File: src/rtl/display_pkg.sv
// Shared types and seven-segment constants for the BCD display path.
// Segment patterns are {g,f,e,d,c,b,a}, active-low.
package display_pkg;

    typedef enum logic [1:0] {
        IDLE,
        SHIFT,
        COMMIT
    } state_t;

    localparam int NUM_DIGITS = 4;

    localparam logic [6:0] SEG_BLANK = 7'b1111111;
    localparam logic [6:0] SEG_DASH  = 7'b0111111;

    // Index n holds the pattern for decimal digit n.
    localparam logic [9:0][6:0] SEG_DIGITS = {
        7'b0010000,   // 9
        7'b0000000,   // 8
        7'b1111000,   // 7
        7'b0000010,   // 6
        7'b0010010,   // 5
        7'b0011001,   // 4
        7'b0110000,   // 3
        7'b0100100,   // 2
        7'b1111001,   // 1
        7'b1000000    // 0
    };

endpackage

File: src/rtl/seg7_decode.sv
// Combinational BCD digit to active-low seven-segment decoder.
// Dash overrides blank, blank overrides the digit; nibbles above 9 show blank.
module seg7_decode
    import display_pkg::*;
(
    input  logic [3:0] i_digit,
    input  logic       i_blank,
    input  logic       i_dash,
    output logic [6:0] o_seg
);

    always_comb begin
        o_seg = SEG_BLANK;
        if (i_dash) begin
            o_seg = SEG_DASH;
        end else if (!i_blank && (i_digit <= 4'd9)) begin
            o_seg = SEG_DIGITS[i_digit];
        end
    end

endmodule

File: src/rtl/alu_bcd_display.sv
// Latches a 16-bit result, converts it to BCD with a serial double-dabble
// engine and scans the four low digits onto common-anode displays.
module alu_bcd_display
    import display_pkg::*;
#(
    parameter int SCAN_DIV = 10000,
    parameter int DATA_W   = 16
) (
    input  logic              clk,
    input  logic              rst,
    input  logic              load,
    input  logic [DATA_W-1:0] value,
    output logic              busy,
    output logic              done,
    output logic              ovf,
    output logic [15:0]       bcd,
    output logic [6:0]        seg,
    output logic [3:0]        an
);

    localparam int PW = (SCAN_DIV > 1) ? $clog2(SCAN_DIV) : 1;

    state_t      r_state;
    state_t      w_state_next;
    logic [15:0] r_sreg;
    logic [19:0] r_acc;
    logic [19:0] w_adj;
    logic [3:0]  r_cnt;
    logic        r_busy;
    logic        r_done;
    logic        r_ovf;
    logic [15:0] r_bcd;

    logic [PW-1:0] r_pre;
    logic [1:0]    r_idx;
    logic [3:0]    r_an;
    logic [6:0]    r_seg;
    logic [6:0]    w_seg;
    logic [3:0]    w_digit;
    logic          w_blank;
    logic [NUM_DIGITS-1:0] w_zero;
    logic [NUM_DIGITS-1:0] w_lz;

    always_ff @(posedge clk or negedge rst) begin
        if (!rst) begin
            r_state <= IDLE;
        end else begin
            r_state <= w_state_next;
        end
    end

    always_comb begin
        w_state_next = r_state;
        case (r_state)
            IDLE:    if (load) w_state_next = SHIFT;
            SHIFT:   if (r_cnt == 4'd15) w_state_next = COMMIT;
            COMMIT:  w_state_next = IDLE;
            default: w_state_next = IDLE;
        endcase
    end

    // Add-3 correction on every nibble that would reach 10 or more after the shift.
    genvar gi;
    generate
        for (gi = 0; gi < 5; gi++) begin : g_adj
            assign w_adj[4*gi +: 4] = (r_acc[4*gi +: 4] >= 4'd5) ?
                                      (r_acc[4*gi +: 4] + 4'd3) : r_acc[4*gi +: 4];
        end
    endgenerate

    always_ff @(posedge clk or negedge rst) begin
        if (!rst) begin
            r_sreg <= '0;
            r_acc  <= '0;
            r_cnt  <= '0;
            r_busy <= 1'b0;
            r_done <= 1'b0;
            r_ovf  <= 1'b0;
            r_bcd  <= '0;
        end else begin
            r_done <= 1'b0;
            case (r_state)
                IDLE: begin
                    if (load) begin
                        r_sreg <= value[15:0];
                        r_acc  <= '0;
                        r_cnt  <= '0;
                        r_busy <= 1'b1;
                    end
                end
                SHIFT: begin
                    {r_acc, r_sreg} <= {w_adj[18:0], r_sreg, 1'b0};
                    r_cnt           <= r_cnt + 4'd1;
                end
                COMMIT: begin
                    r_bcd  <= r_acc[15:0];
                    r_ovf  <= (r_acc[19:16] != 4'd0);
                    r_done <= 1'b1;
                    r_busy <= 1'b0;
                end
                default: ;
            endcase
        end
    end

    // A digit is blanked when it and every higher digit are zero; ones never blanks.
    generate
        for (gi = 0; gi < NUM_DIGITS; gi++) begin : g_zero
            assign w_zero[gi] = (r_bcd[4*gi +: 4] == 4'd0);
        end
        for (gi = 1; gi < NUM_DIGITS - 1; gi++) begin : g_lz
            assign w_lz[gi] = w_zero[gi] & w_lz[gi+1];
        end
    endgenerate
    assign w_lz[NUM_DIGITS-1] = w_zero[NUM_DIGITS-1];
    assign w_lz[0]            = 1'b0;

    assign w_digit = r_bcd[{r_idx, 2'b00} +: 4];
    assign w_blank = w_lz[r_idx];

    seg7_decode u_seg7_decode (
        .i_digit (w_digit),
        .i_blank (w_blank),
        .i_dash  (r_ovf),
        .o_seg   (w_seg)
    );

    always_ff @(posedge clk or negedge rst) begin
        if (!rst) begin
            r_pre <= '0;
            r_idx <= '0;
            r_an  <= 4'b1110;
            r_seg <= SEG_DIGITS[0];
        end else begin
            if (r_pre == PW'(SCAN_DIV - 1)) begin
                r_pre <= '0;
                r_idx <= r_idx + 2'd1;
            end else begin
                r_pre <= r_pre + PW'(1);
            end
            r_an  <= ~(4'b0001 << r_idx);
            r_seg <= w_seg;
        end
    end

    assign busy = r_busy;
    assign done = r_done;
    assign ovf  = r_ovf;
    assign bcd  = r_bcd;
    assign seg  = r_seg;
    assign an   = r_an;

endmodule

File: config.mk
export PLATFORM = sky130hd
export DESIGN_NAME = alu_bcd_display
export DESIGN_NICKNAME = d
export VERILOG_FILES = /design/src/rtl/display_pkg.sv /design/src/rtl/seg7_decode.sv /design/src/rtl/alu_bcd_display.sv
export SDC_FILE = /design/constraint.sdc
export NUM_CORES = 1
export LEC_CHECK = 0
export CAP_MARGIN = 30
export CORE_MARGIN = 2
export CORE_UTILIZATION = 50
export DETAILED_ROUTE_END_ITERATION = 7
export PLACE_DENSITY_LB_ADDON = 0.05
export SETUP_SLACK_MARGIN = 0.1
export SLEW_MARGIN = 15
export SYNTH_ARGS = -nofsm -noshare
export SYNTH_HDL_FRONTEND = slang
export SYNTH_SLANG_ARGS = --single-unit
File: constraint.sdc
create_clock -name clk -period 3.8 [get_ports clk]
set_input_delay 0.57 -clock clk [delete_from_list [all_inputs] [get_ports clk]]
set_output_delay 0.57 -clock clk [all_outputs]
set_load 0.02 [all_outputs]
==> out/results.tsv, run 1 <==
stage	metric	value	unit
status	outcome	complete, no violations	
global_route	grt_overflow	0	
final_layout	drive_gt1_frac	0.123	
route	antenna_left	0	
cts	cts_buffer_depth	2	
synthesis	synthCells	395	
die	die_w	97.0	um
route	wl_per_cell	15.4	um
placement	port_buffers	48	
critical_path	cp_cell_sequence	mux4_2, inv_1, ha_1, o21ai_0, o221ai_2, o311a_2, o311ai_1	
sta	finalSetupTns	0	ns
die	start_util	0.521	
die	rows	33	
global_route	grt_pass1_wl	14800	um
cts	cts_max_level	3	
critical_path	cp_data_required_time	4.04	ns
critical_path	cp_max_fo	12	
critical_path	cp.arrival	2.66	ns
cts	clk_pin_slew_worst_paths	0.09	ns
synthesis	ys_ff_latch	88	
die	fp.dieH	97.0	um
cts	clk_latency	0.35	ns
critical_path	timing.rr.end	seg[4]	
synthesis	syn_area_per_cell	10.9	um2
final_layout	layout_commonest_cell	dfrtp_1	
cts	clock_sinks	88	
final_layout	antennaDiodeCount	0	
worst_hold_path	hold_path.class	in2async	
critical_path	crit_start	r_idx[0]	
final_layout	mostFrequentLayoutCells	dfrtp_1, clkdlybuf4s50_1, o21ai_0	
placement	dp_slack	1.38	ns
synthesis	async_flop_share	1.00	
pwr	swShare	0.356	
critical_path	crit_family	flip-flops	
critical_path	reg2reg_from	r_idx[0]	
route	drt_iter0_drc	171	
critical_path	rrSetupSlack	1.38	ns
pwr	power_density	723	mW/mm2
placement	dpl_cell_area	0.00492	mm2
final_layout	fillers	688	
pwr	ir_drop	0.264	mV
synthesis	yosysWarnings	0	
synthesis	syn_nets	436	
global_route	grt_max_degree	49	
sta	relSlewSlack	0.468	
cts	ctsHoldBuffers	0	
placement	hpwl	5760	um
final_layout	area_growth	19.7	%
critical_path	end_kind	flop	
final_layout	design_area	0.00518	mm2
pwr	p_leak	0.00227	uW
sta	fin_crit	2.42	ns
die	design.die.area	0.00941	mm2
pwr	p_int	2410	uW
final_layout	multi_input_area	0.00195	mm2
pwr	switching_power	1330	uW
route	vias	3083	
route	first_pass_iters	4	
cts	numCtsBuffers	9	
sta	finClkSkew	0.00922	ns
sta	setup_viol	0	
sta	finalHoldViolations	0	
synthesis	yosysSeqAreaShare	0.510	
die	ios	49	
final_layout	fin_cells	552	
sta	worstMarginPinSlew	0.798	ns
critical_path	path_buf_inv	1	
final_layout	regArea	0.00221	mm2
global_route	grt_pass1_vias	3112	
route	via_per_inst	5.59	
cts	cts_resized	0	
pwr	seqPwrFrac	0.398	
critical_path	worst_path_max_delay_cell	dfrtp_1	
route	drc	0	
final_layout	nets	483	
cts	cts_tree	done	
die	coreArea	0.00830	mm2
synthesis	synthFlopType	dfrtp_1	
synthesis	ys_types	42	
critical_path	cp_slowest_stage_delay	0.67	ns
critical_path	reg2reg_depth	7	
cts	cts_root_buffer	clkbuf_8	
placement	place_congestion	0.824	
sta	rsz0062_at_grt	no	
synthesis	syn-cell-area	0.00432	mm2
cts	post-cts-setup-buffer-count	0	
flow_run	max_cap_violations	0	
critical_path	start_kind	flop	
route	wl	8510	um
pwr	p_comb_frac	0.378	
synthesis	synth_edf_count	0	
sta	max_freq	413	MHz
sta	period_share	0.638	
global_route	grt_usage	0.191	
global_route	antenna_found_initial	0	
critical_path	crit_type	reg2reg	
sta	timing.final.ws_setup	1.38	ns
placement	dp.cells	536	
pwr	clockPowerShare	0.224	
sta	drv_slew	0	
how the worst max path moves through the flow:
| stage | to | slack, ns | cells after the start |
|---|---|---|---|
| finish | seg[4] | 1.38 | 7 |
| global route | seg[1] | 1.14 | 7 |
| CTS | seg[4] | 1.36 | 7 |
| detailed placement | seg[4] | 1.38 | 7 |
| global placement | seg[4] | 1.47 | 7 |
| floorplan | seg[4] | 1.75 | 8 |
flip-flops by register name, summed over array words and instances, names as in the netlist, 2 cells and up:
name and cells:
r_acc 20, bcd 16, an 4, r_pre 14
r_cnt 4, r_sreg 16, seg 7, r_idx 2
r_state 2
per-layer routing:
layer  share of wire  global-route usage  vias up  wire, um
met5               0                   0        -         0
met4           0.013              0.0683        0       110
met3           0.025              0.0318       10       211
met2            0.49               0.318       40      4140
met1            0.48               0.254     1538      4050
li1                -                   -     1495         -
Yosys cell counts (all sizes together), types with 3 or more instances:
| cell type | instances | share of area |
|---|---|---|
| clkbuf | 10 | 0.0087 |
| nand3 | 5 | 0.0058 |
| buf | 8 | 0.010 |
| ha | 22 | 0.064 |
| dfrtp | 84 | 0.49 |
| xnor2 | 12 | 0.024 |
| nor2b | 19 | 0.027 |
| inv | 24 | 0.021 |
| and3 | 3 | 0.0043 |
| mux4 | 4 | 0.021 |
| dfstp | 4 | 0.024 |
| xor2 | 7 | 0.014 |
| a22oi | 15 | 0.026 |
| o22ai | 5 | 0.0072 |
| mux2i | 5 | 0.012 |
| nand2 | 19 | 0.016 |
| o32ai | 4 | 0.0081 |
| nor3 | 3 | 0.0035 |
| mux2 | 22 | 0.057 |
| nand2b | 8 | 0.012 |
| o21ai | 40 | 0.046 |
| a32o | 5 | 0.012 |
| o31ai | 5 | 0.0087 |
| a21oi | 26 | 0.030 |
| nor4 | 3 | 0.0043 |
| nor2 | 15 | 0.013 |
power by group through the flow:
stage / combinational [uW] / sequential [uW] / clock (uW)
floorplan: 948 / 1510 / 0
global placement: 1380 / 1500 / 0
detailed placement: 1420 / 1510 / 0
CTS: 1430 / 1490 / 855
global route: 1590 / 1540 / 880
finish: 1420 / 1490 / 838
cells by family after synthesis:
| logic type | synth area share |
|---|---|
| xor+xnor | 0.0385 |
| fa+ha+maj | 0.0637 |
| flops | 0.510 |
| buf+inv | 0.0396 |
| simple gates | 0.101 |
| mux | 0.0897 |
| compound gates | 0.157 |
area by class of cell:
class,count,share of cell area
inverter,24,0.0174
tap,105,0.0254
clock buffer,11,0.0254
timing repair buffer,54,0.105
clock inverter,5,0.0249
multi-input combinational,265,0.376
sequential,88,0.426
per-stage QoR:
stage | hold slack [ns] | total power [uW] | utilization
6_report | 0.197 | 3740 | 0.624
5_1_grt | 0.230 | 4010 | 0.624
4_1_cts | 0.211 | 3780 | 0.624
3_5_place_dp | 0.469 | 2930 | 0.592
3_3_place_gp | 0.458 | 2880 | 0.589
2_1_floorplan | 0.274 | 2450 | -
worst register-to-register path, cell delays in order (launching register included):
cell	delay (ns)
dfrtp_1	0.67
mux4_2	0.61
inv_1	0.14
ha_1	0.23
o21ai_0	0.12
o221ai_2	0.18
o311a_2	0.26
o311ai_1	0.10
Note: power is estimated with default switching activity, not from simulation.
==> inputs of run 2 (changes only) <==
Clock period 3.8 ns to 2.5 ns, I/O delays scaled along.
==> out/results.tsv, run 2 (synthesis results as in run 1) <==
stage	metric	value	unit
route	drt_iter0_drc	142	
critical_path	crit_family	compound AO/OA/AOI/OAI gates	
placement	hpwl	6090	um
global_route	grt_usage	0.196	
die	ios	49	
pwr	swShare	0.379	
pwr	seqPwrFrac	0.425	
global_route	grt_max_degree	49	
sta	period_share	0.873	
cts	cts_root_buffer	clkbuf_8	
sta	max_freq	458	MHz
placement	port_buffers	48	
final_layout	layout_commonest_cell	dfrtp_1	
route	wl_per_cell	15.6	um
critical_path	cp_slowest_stage_delay	0.58	ns
cts	cts_max_level	3	
die	die_w	97.0	um
die	start_util	0.521	
cts	post-cts-setup-buffer-count	0	
critical_path	cp.arrival	2.40	ns
final_layout	antennaDiodeCount	0	
critical_path	cp_data_required_time	2.72	ns
pwr	p_int	3300	uW
critical_path	crit_type	reg2reg	
cts	cts_buffer_depth	2	
route	via_per_inst	5.62	
die	rows	33	
sta	finClkSkew	0.0123	ns
final_layout	largest_reg_flops	20	
route	antenna_left	0	
cts	clk_latency	0.34	ns
pwr	p_leak	0.00226	uW
die	coreArea	0.00830	mm2
die	design.die.area	0.00941	mm2
cts	ctsHoldBuffers	0	
critical_path	start_kind	flop	
worst_hold_path	hold_path.class	in2async	
sta	drv_slew	0	
cts	clk_pin_slew_worst_paths	0.08	ns
cts	numCtsBuffers	9	
critical_path	cp_max_fo	6	
final_layout	mostFrequentLayoutCells	dfrtp_1, clkdlybuf4s50_1, o21ai_0	
critical_path	end_kind	flop	
global_route	grt_overflow	0	
critical_path	cp_cell_sequence	mux4_2, inv_1, ha_1, o21bai_1, o221ai_2, o311a_2, o311ai_1	
final_layout	fin_util	0.617	
cts	cts_resized	0	
sta	fin_crit	2.18	ns
die	fp.dieH	97.0	um
route	vias	3132	
sta	setup_viol	0	
global_route	antenna_found_initial	0	
final_layout	nets	489	
sta	finalSetupTns	0	ns
route	first_pass_iters	5	
critical_path	worst_path_max_delay_cell	mux4_2	
cts	cts_tree	done	
final_layout	drive_gt1_frac	0.133	
flow_run	max_cap_violations	0	
route	wl	8710	um
placement	place_congestion	0.849	
pwr	power_density	1040	mW/mm2
sta	worstMarginPinSlew	0.633	ns
global_route	grt_pass1_vias	3122	
status	outcome	complete, no violations	
global_route	grt_pass1_wl	15300	um
sta	relSlewSlack	0.578	
cts	clock_sinks	88	
final_layout	top_register	r_acc	
route	drc	0	
pwr	clockPowerShare	0.162	
final_layout	area_growth	18.4	%
sta	finalHoldViolations	0	
pwr	p_comb_frac	0.413	
pwr	switching_power	2010	uW
critical_path	path_buf_inv	1	
pwr	ir_drop	0.369	mV
critical_path	rrSetupSlack	0.32	ns
sta	rsz0062_at_grt	no	
## run 2: cell count changes in the layout (fill, tap and decap cells not counted)
| cell | change |
|---|---|
| buf_16 | -1 |
| bufinv_16 | -4 |
| buf_4 | +6 |
| clkbuf_8 | +1 |
| clkinv_2 | +2 |
| buf_12 | +1 |
## run 2: area by class of cell
| type | count | area (um2) |
|---|---|---|
| sequential | 88 | 2210 |
| timing repair buffer | 60 | 581 |
| inverter | 24 | 90.1 |
| fill | 709 | 3180 |
| multi-input combinational | 265 | 1950 |
| tap | 105 | 131 |
| clock inverter | 3 | 18.8 |
| clock buffer | 12 | 145 |
## run 2: stage by stage
step	hold WS [ns]	setup slack, ns	instance area (um2)	total power [uW]	instances
floorplan	0.0794	0.447	4320	3730	395
global placement	0.440	0.374	4950	4390	541
detailed placement	0.441	0.315	4950	4500	542
CTS	0.0618	0.324	5120	5360	557
global route	0.0889	0.118	5120	5750	557
finish	0.0414	0.318	5120	5310	557
## run 2: worst paths after layout
kind,cells after the start,end,startpoint
max,7,seg[4],r_idx[0]
min,1,ovf,rst
max reg2reg,7,seg[4],r_idx[0]
min reg2reg,1,r_pre[13],r_pre[13]
max in group asynchronous,2,an[1],rst
min in group clk,1,r_pre[13],r_pre[13]
## run 2: worst register-to-register path: stages (launching register included)
cell and delay, ns:
dfrtp_1 0.48, mux4_2 0.58, inv_1 0.14, ha_1 0.23, o21bai_1 0.10, o221ai_2 0.18
o311a_2 0.26, o311ai_1 0.10
## run 2: metal layers
layer,GRT usage,routed length (um)
met5,0,0
met4,0.0553,118
met3,0.0303,269
met2,0.324,4270
met1,0.270,4050
## run 2: power by group through the flow
stage          registers [uW]  clock network, uW  logic, uW
6_report                 2260                860       2190
5_1_grt                  2330                952       2470
3_3_place_gp             2270                  0       2120
3_5_place_dp             2290                  0       2210
2_1_floorplan            2290                  0       1440
4_1_cts                  2260                890       2210
==> RTL edit 1, RTL diff (flow settings as in run 1) <==
Register the inputs `load` and `value` before use, without a reset. The logic sees them one clock later.
--- a/src/rtl/alu_bcd_display.sv
+++ b/src/rtl/alu_bcd_display.sv
@@ -21,2 +21,10 @@
     localparam int PW = (SCAN_DIV > 1) ? $clog2(SCAN_DIV) : 1;
+
+    logic load_q;
+    logic [DATA_W-1:0] value_q;
+
+    always_ff @(posedge clk) begin
+        load_q  <= load;
+        value_q <= value;
+    end
 
@@ -54,3 +62,3 @@
         case (r_state)
-            IDLE:    if (load) w_state_next = SHIFT;
+            IDLE:    if (load_q) w_state_next = SHIFT;
             SHIFT:   if (r_cnt == 4'd15) w_state_next = COMMIT;
@@ -83,4 +91,4 @@
                 IDLE: begin
-                    if (load) begin
-                        r_sreg <= value[15:0];
+                    if (load_q) begin
+                        r_sreg <= value_q[15:0];
                         r_acc  <= '0;
Function: changed (Yosys sat finds a counterexample within 4 cycles, from zero or initial values and one cycle with rst low).
==> RTL edit 1 against run 1 <==
Wire length is 2.9% higher; via count is 3.3% higher; sequential share of layout area grew 3.9 points; worst hold slack better by 280 ps; total power increased by 1.0%; sequential cell count grew 17; critical path type unchanged; critical path depth did not move; synthesized area is 8.0% higher; highest routed layer unchanged; critical endpoint unchanged; worst setup slack worse by 2.5 ps; final area up 5.8%; clock skew rose by 2.8 ps; die area rose by 7.7%.
==> RTL edit 1: results (changes against run 1) <==
Pwr
  – P_comb: 1.46 mW (+3%)
  – Internal power: 2.36 mW (-2.3%)
  – Sequential Power Share: 44.7% (+4.9 points)

Global route
  – Met2 usage: 29.3% (-2.6 points)
  – Tot GR Track Use: 18.7% (-0.45 points)
  – GRT met3 Usage: 5.20% (+2.0 points)
  – Largest net degree at the start of global routing: 70 (+43%)

Finish
  – Non-clk bufs: 56 (+3.7%)
  – Layout cells sized above 1: 12.4% (+0.14 points)
  – NonClk Buf Share: 10.4% (-0.11 points)
  – Seq Cell Count: 105 (+19%)
  – Post-route cell area: 0.00548 mm² (+5.8%)
  – Layout fillers: 729 (+6.0%)
  – Layout clock buffers: 10 (-1)

Routing
  – WL met2: 4090 µm (-1.1%)
  – Wire length on met3: 339 µm (+61%)
  – M1 wire length: 4250 µm (+4.9%)
  – Routed wire per std cell: 15.2 µm (-1.6%)
  – Routed Wire Length: 8750 µm (+2.9%)

Placement
  – Post-DP Area: 0.00525 mm² (+6.7%)
  – Dpl ws: 1370 ps (-15.6 ps)
  – DP Wirelength: 5920 µm (+2.9%)
  – Placed cells: 558 (+4.1%)
  – Routability Congestion: 0.792 (-3.9%)

Yosys
  – Synth async-reset ratio: 83.8% (-16 points)
  – Most frequent cells after synthesis: 84 x dfrtp_1, 37 x o21ai_0, 26 x a21oi_1, 24 x inv_1

Outcome
  – Status: complete, no violations
==> RTL edit 1: logic make-up after synthesis <==
logic type,after synthesis,share of synthesized area [%]
xor gates and xnor gates,19,3.56
AOI/OAI and AO/OA,108,14.4
muxes,32,8.52
adders and majority gates,22,5.89
buffers and inverters,42,3.70
and+or+nand+nor,84,9.40
DFF,105,54.5
==> RTL edit 1: worst paths after layout <==
path | endpoint | from | slack (ps)
max | seg[4]$_DFF_PN0_ | r_idx[0]$_DFFE_PN0N_ | 1370
max reg2reg | seg[4]$_DFF_PN0_ | r_idx[0]$_DFFE_PN0N_ | 1370
min | r_pre[13]$_DFF_PN0_ | r_pre[13]$_DFF_PN0_ | 480
max in group asynchronous | r_acc[5]$_DFFE_PN0P_ | rst | 2400
min reg2reg | r_pre[13]$_DFF_PN0_ | r_pre[13]$_DFF_PN0_ | 480
min in group asynchronous | bcd[1]$_DFFE_PN0P_ | rst | 560
==> RTL edit 2, RTL diff (flow settings as in run 1) <==
Made on the original files. Set the package constant `NUM_DIGITS` to 2 (it was 4).
--- a/src/rtl/display_pkg.sv
+++ b/src/rtl/display_pkg.sv
@@ -10,3 +10,3 @@
 
-    localparam int NUM_DIGITS = 4;
+    localparam int NUM_DIGITS = 2;
 
Formal check against the unedited RTL: same outputs for any inputs over 10 cycles, from zero or initial values and one cycle with rst low; that may be too few to reach the edited logic, so the function may still have changed.
==> RTL edit 2 against run 1 <==
Synthesized area down 0.32%; wire length down 1.5%; worst setup slack worse by 110 ps; final area about the same; die area down 0.30%; total power down 2.5%; sequential cell count unchanged; critical endpoint unchanged; highest routed layer unchanged.
==> RTL edit 2: results (changes against run 1) <==
Yosys
  – Post-Synth Adder-Cell Area: 6.39% (+0.020 points)
  – Post-synthesis mux area share: 8.27% (-0.70 points)
  – Synth top area cells: dfrtp_1 49%, ha_1 6.4%, mux2_2 5.2%
  – Most frequent cells after synthesis: 84 x dfrtp_1, 31 x o21ai_0, 24 x a21oi_1, 22 x ha_1, 21 x inv_1
  – Compound-Gate Fraction of Synth Area: 15.0% (-0.68 points)
  – Sequential share of the synthesized area: 51.2% (+0.16 points)
  – Post-Synth XOR/XNOR Area: 4.47% (+0.62 points)
  – Syn nets: 426 (-2.3%)

Routing
  – Total number of vias: 3,015 (-2.2%)
  – Routed wire per std cell: 15.3 µm (-0.45%)

STA
  – Setup WS post-layout: 1260 ps (-113 ps)
  – Clock skew: 4.65 ps (-4.57 ps)
  – Rel. slew slack: 47.7% (+0.95 points)

Outcome
  – Status: complete, no violations

Placement
  – DP Wirelength: 5690 µm (-1.1%)
  – Routability Congestion: 0.862 (+4.6%)
  – Placed cells: 528 (-1.5%)
  – Post-DP Area: 0.00490 mm² (-0.41%)
  – Dpl ws: 1290 ps (-87.8 ps)

Pwr
  – Clock group total power: 777 µW (-7.3%)
  – Internal power: 2.33 mW (-3.6%)
  – Leak: 2.25 nW (-0.62%)
  – VDD IR-drop max: 0.432 mV (+64%)

Setup path
  – CP arrival: 2750 ps (+90 ps)
  – Worst-path fanout max: 10 (-2)
  – CP max stage delay: 690 ps (+20 ps)
  – Delay-heaviest family, CP: multiplexers

Finish
  – Layout Nets: 477 (-1.2%)
  – Non-filler cells, final: 546 (-1.1%)
  – Layout cells sized above 1: 13.8% (+1.5 points)

Global route
  – Tot GR Track Use: 18.7% (-0.39 points)
==> RTL edit 2: layout make-up <==
cell class                 count  area (µm²)
fill                         662        3130
sequential                    88        2210
multi-input combinational    259        1950
timing repair buffer          57         563
tap                          105         131
clock buffer                   9         124
clock inverter                 7         120
inverter                      21        78.8
==> RTL edit 2: per-layer routing <==
| layer | global-route usage (%) | part of all wire [%] | up-vias |
|---|---|---|---|
| li1 | - | - | 1474 |
| met1 | 25.5 | 49 | 1479 |
| met2 | 30.7 | 46 | 50 |
| met3 | 2.96 | 3.2 | 12 |
| met4 | 6.61 | 1.2 | 0 |
| met5 | 0 | 0 | - |
==> RTL edit 2: how the worst min path moves through the flow <==
stage	slack [ps]	cells past startpoint	endpoint
finish	120	1	seg[3]$_DFF_PN0_
detailed placement	480	1	r_pre[0]$_DFF_PN0_
global placement	470	1	r_pre[0]$_DFF_PN0_
floorplan	270	0	an[0]$_DFF_PN0_
CTS	370	1	seg[3]$_DFF_PN0_
global route	120	1	seg[3]$_DFF_PN0_
